`src/rtl/ct_spsram_256x84_ctrl.sv`:
```
// Front-end controller for a 256x84 single-port SRAM: optional zero fill after
// reset, then a request/response port with per-bit write masks and one read in flight.
module ct_spsram_256x84_ctrl #(
   parameter int ADDR_WIDTH = 8,
   parameter int DATA_WIDTH = 84,
   parameter bit INIT_EN    = 1'b1
) (
   input  logic                  forever_cpuclk,
   input  logic                  cpurst_b,
   input  logic                  req_vld,
   output logic                  req_rdy,
   input  logic                  req_wr,
   input  logic [ADDR_WIDTH-1:0] req_addr,
   input  logic [DATA_WIDTH-1:0] req_wdata,
   input  logic [DATA_WIDTH-1:0] req_wmask,
   output logic                  rsp_vld,
   input  logic                  rsp_rdy,
   output logic [DATA_WIDTH-1:0] rsp_rdata,
   output logic                  init_done,
   output logic [ADDR_WIDTH-1:0] sram_a,
   output logic                  sram_cen,
   output logic                  sram_gwen,
   output logic [DATA_WIDTH-1:0] sram_wen,
   output logic [DATA_WIDTH-1:0] sram_d,
   input  logic [DATA_WIDTH-1:0] sram_q,
   output logic                  dbg_state
);

   typedef enum logic {
      ST_INIT = 1'b0,
      ST_IDLE = 1'b1
   } state_t;

   localparam state_t RST_STATE = INIT_EN ? ST_INIT : ST_IDLE;

   state_t                state_q, state_d;
   logic [ADDR_WIDTH-1:0] init_cnt_q, init_cnt_d;
   logic                  rd_pend_q, rd_pend_d;
   logic                  rsp_vld_q, rsp_vld_d;
   logic [DATA_WIDTH-1:0] rsp_rdata_q, rsp_rdata_d;
   logic                  in_init;
   logic                  in_idle;
   logic                  req_acc;

   // Handshakes: a request transfers on a cycle where req_vld & req_rdy, a
   // response on a cycle where rsp_vld & rsp_rdy; valid holds its payload until then.
   // State decodes are qualified by cpurst_b so outputs go quiet the instant reset asserts.
   assign in_init   = cpurst_b & (state_q == ST_INIT);
   assign in_idle   = cpurst_b & (state_q == ST_IDLE);
   assign req_rdy   = in_idle & ~rd_pend_q & (~rsp_vld_q | rsp_rdy);
   assign req_acc   = req_vld & req_rdy;
   assign init_done = in_idle;
   assign rsp_vld   = rsp_vld_q;
   assign rsp_rdata = rsp_rdata_q;
   assign dbg_state = (state_q == ST_IDLE);

   always_comb begin
      state_d     = state_q;
      init_cnt_d  = init_cnt_q;
      rd_pend_d   = 1'b0;
      rsp_vld_d   = rsp_vld_q;
      rsp_rdata_d = rsp_rdata_q;
      if (state_q == ST_INIT) begin
         init_cnt_d = init_cnt_q + 1'b1;
         if (init_cnt_q == '1) begin
            state_d = ST_IDLE;
         end
      end else begin
         rd_pend_d = req_acc & ~req_wr;
      end
      if (rsp_vld_q & rsp_rdy) begin
         rsp_vld_d = 1'b0;
      end
      // The SRAM returns read data one cycle after the access; capture wins over a consume.
      if (rd_pend_q) begin
         rsp_vld_d   = 1'b1;
         rsp_rdata_d = sram_q;
      end
   end

   always_comb begin
      sram_cen  = 1'b1;
      sram_gwen = 1'b1;
      sram_wen  = '1;
      sram_a    = '0;
      sram_d    = '0;
      if (in_init) begin
         sram_cen  = 1'b0;
         sram_gwen = 1'b0;
         sram_wen  = '0;
         sram_a    = init_cnt_q;
      end else if (req_acc) begin
         sram_cen  = 1'b0;
         sram_gwen = ~req_wr;
         sram_wen  = req_wr ? ~req_wmask : '1;
         sram_a    = req_addr;
         sram_d    = req_wdata;
      end
   end

   always_ff @(posedge forever_cpuclk or negedge cpurst_b) begin
      if (!cpurst_b) begin
         state_q     <= RST_STATE;
         init_cnt_q  <= '0;
         rd_pend_q   <= 1'b0;
         rsp_vld_q   <= 1'b0;
         rsp_rdata_q <= '0;
      end else begin
         state_q     <= state_d;
         init_cnt_q  <= init_cnt_d;
         rd_pend_q   <= rd_pend_d;
         rsp_vld_q   <= rsp_vld_d;
         rsp_rdata_q <= rsp_rdata_d;
      end
   end

endmodule
```
`config.mk`:
```
export PLATFORM = sky130hd
export DESIGN_NAME = ct_spsram_256x84_ctrl
export DESIGN_NICKNAME = d
export VERILOG_FILES = /design/src/rtl/ct_spsram_256x84_ctrl.sv
export SDC_FILE = /design/constraint.sdc
export NUM_CORES = 1
export LEC_CHECK = 0
export ABC_AREA = 1
export ABC_CLOCK_PERIOD_IN_PS = 1600
export CAP_MARGIN = 20
export CORE_AREA = 2 2 204 206
export DETAILED_ROUTE_END_ITERATION = 10
export DIE_AREA = 0 0 206 208
export GPL_TIMING_DRIVEN = 0
export HOLD_SLACK_MARGIN = 0.03
export PLACE_DENSITY_LB_ADDON = 0.25
export REMOVE_ABC_BUFFERS = 1
export SKIP_CTS_REPAIR_TIMING = 1
export SLEW_MARGIN = 20
export SYNTH_ARGS = -nofsm -noshare
export SYNTH_HDL_FRONTEND = slang
export SYNTH_SLANG_ARGS = --single-unit
export TNS_END_PERCENT = 5
```
`constraint.sdc`:
```
create_clock -name forever_cpuclk -period 1.6 [get_ports forever_cpuclk]
set_input_delay 0.32 -clock forever_cpuclk [delete_from_list [all_inputs] [get_ports forever_cpuclk]]
set_output_delay 0.32 -clock forever_cpuclk [all_outputs]
set_load 0.02 [all_outputs]
```
==> metrics.yaml <==
status: "finished with violations"
violations: "negative hold slack, negative setup slack"
die-area_um2: 42800
tns_ns: -97.83
final_max_slew_viol_count: 0
hold_slack_ns: -0.128
syn_area_um2: 6490
use_met2_pct: 23.7
grt.met1_usage_pct: 15.5
maxCapViolations: 0
detailedPlace.worstSlack_ns: -2.04
endpoint_kind: "primary output"
ys_warn_count: 0
overflow: 0
crit_family: "buffers and inverters"
setup_violations: 180
vias_per_cell: 3.86
dr.first_iter.drc_count: 384
cp_slowest_stage_delay_ns: 0.53
worstPathArrival_ns: 1.89
grt_pass1_vias: 7584
worstSetupPathType: "reg -> out"
start_util_pct: 16.0
grtUsageMet3_pct: 4.87
root_buffer: "clkbuf_16"
cts_tree: "yes"
area_delta_synth_final_pct: 104
mostFrequentLayoutCell: "nand2_1"
syn_avg_cell_area_um2: 5.94
portBuffers: 530
cellPowerDensity_nw_per_um2: 473
critical_path_buf_inv_count: 4
synth_cells: 1093
antenna_found_initial: 2
wl_um: 34700
htree_levels: 3
slowest_stage: "dfrtp_2"
grt_most_used_layer: "met2"
ctsLongestPathBuffers: 2
cp.required_ns: 1.28
cp-startpoint: "rsp_vld"
ys_seq_area_share_pct: 36.6
vias: 8369
drc_errors: 0
path_cells: "nand2_8 > buf_16 > nand3_4 > buf_12 > buf_6 > o21ai_1 > buf_4"
layout_common_cells: "450 x nand2_1, 270 x inv_1, 260 x clkdlybuf4s50_1"
ir_drop_mv: 0.551
wl_per_cell_um: 16.0
grt_max_degree: 60
die_height_um: 208
drtPass1Iterations: 4
die_x_um: 206
cts_inserted_buffers: 9
grt_pass1_wl_um: 45400
insertion_delay_ns: 0.36
drive_gt1_share_pct: 18.2
nets: 1894
fin_crit_ns: 2.21
r2r-start: "rsp_vld"
placementRows: 74
reg2reg_slack_ns: 0.11
finalCritPeriodShare_pct: 138
crit_path_max_fanout: 9
final_core_util_pct: 32.7
gp_congestion: 0.802
yosysUniqueCellTypes: 20
startpoint_type: "register"
rsz0062_at_grt: "true"
path_clk_slew_ns: 0.08
final-hold-violation-count: 36
leakage_nw: 7.07
ys_ff_latch: 95
route.antenna.remaining_nets: 0
grtUsageTotal_pct: 13.6
max_freq_ghz: 0.452
top_level_ports: 531
post-dp-hpwl_um: 23200
tightest_slew_ns: 0.644
max-slew-margin-rel_pct: 57.0
skew_ns: 0.00873
cts.sinks: 95
holdCritPathClass: "in -> async"
fp.coreArea_um2: 40600
fin_ws_ns: -0.614
power_mw: 6.26
[final cells by class]
| class | count | area (um2) |
|---|---|---|
| multi-input cells | 656 | 2920 |
| repair inverters | 2 | 17.5 |
| well taps | 532 | 666 |
| clock buffers | 10 | 229 |
| clock inverters | 6 | 91.3 |
| fillers | 4469 | 27300 |
| diodes | 2 | 5.00 |
| flip-flops and latches | 95 | 2380 |
| inverters | 274 | 1050 |
| repair buffers | 590 | 5880 |
[registers in the layout, summed over array words and instances, names as in the netlist]
signal / flops
rsp_rdata: 84
init_cnt_q: 8
rsp_vld: 1
dbg_state: 1
rd_pend_q: 1
[logic make-up after synthesis]
family                     after synthesis  synth area share [%]
AOI/OAI and AO/OA                       11                 0.886
and+or+nand+nor                        635                  40.5
buffers and inverters                  349                  21.5
adders and majority gates                1                 0.193
DFF                                     95                  36.6
xor gates and xnor gates                 2                 0.270
[synth_stat cells]
cell | n | share of area (%)
inv_1 | 274 | 16
nand3_2 | 1 | 0.15
buf_6 | 6 | 1.0
o21bai_1 | 1 | 0.12
ha_1 | 1 | 0.19
o21ai_0 | 10 | 0.77
nand4_1 | 86 | 8.3
buf_1 | 8 | 0.46
nand3b_1 | 1 | 0.12
or2_0 | 1 | 0.096
buf_2 | 26 | 2.0
nand2_2 | 1 | 0.096
clkbuf_1 | 32 | 1.8
nand2_1 | 451 | 26
nand3_1 | 2 | 0.15
buf_4 | 3 | 0.35
dfrtp_1 | 95 | 37
nor2_1 | 90 | 5.2
nor2_4 | 2 | 0.35
xnor2_1 | 2 | 0.27
[per-stage QoR]
| stage | cell area [um2] | hold WS, ns | std cells |
|---|---|---|---|
| after floorplan | 6120 | 0.0244 | 1018 |
| after global placement | 12100 | 0.452 | 2080 |
| after detailed placement | 12300 | 0.271 | 2090 |
| after CTS | 12700 | -0.145 | 2106 |
| after global routing | 13200 | -0.119 | 2165 |
| final | 13200 | -0.128 | 2167 |
[worst paths after layout]
| check | to | cells after the start |
|---|---|---|
| worst max-delay path | sram_a[1] | 7 |
| worst min-delay path | rsp_rdata[14] | 1 |
| worst max register to register | rd_pend_q | 6 |
| worst min register to register | rsp_rdata[56] | 2 |
| max in group asynchronous | rsp_rdata[45] | 2 |
| min in group forever_cpuclk | rd_pend_q | 2 |
[power breakdown]
part | leakage, nW | internal [mW] | switching (mW)
Clock | 0.157 | 1.38 | 1.03
Sequential | 0.869 | 2.40 | 0.000000000000000622
Combinational | 6.04 | 0.791 | 0.657
Total | 7.07 | 4.57 | 1.69
[layer usage]
| layer | routed length (um) | vias to the layer above | share of wire, % |
|---|---|---|---|
| li1 | - | 4229 | - |
| met1 | 13600 | 3775 | 39 |
| met2 | 17200 | 336 | 49 |
| met3 | 3260 | 29 | 9.4 |
| met4 | 674 | 0 | 1.9 |
| met5 | 0 | - | 0 |
No activity file was read; power rests on OpenSTA's default activity.
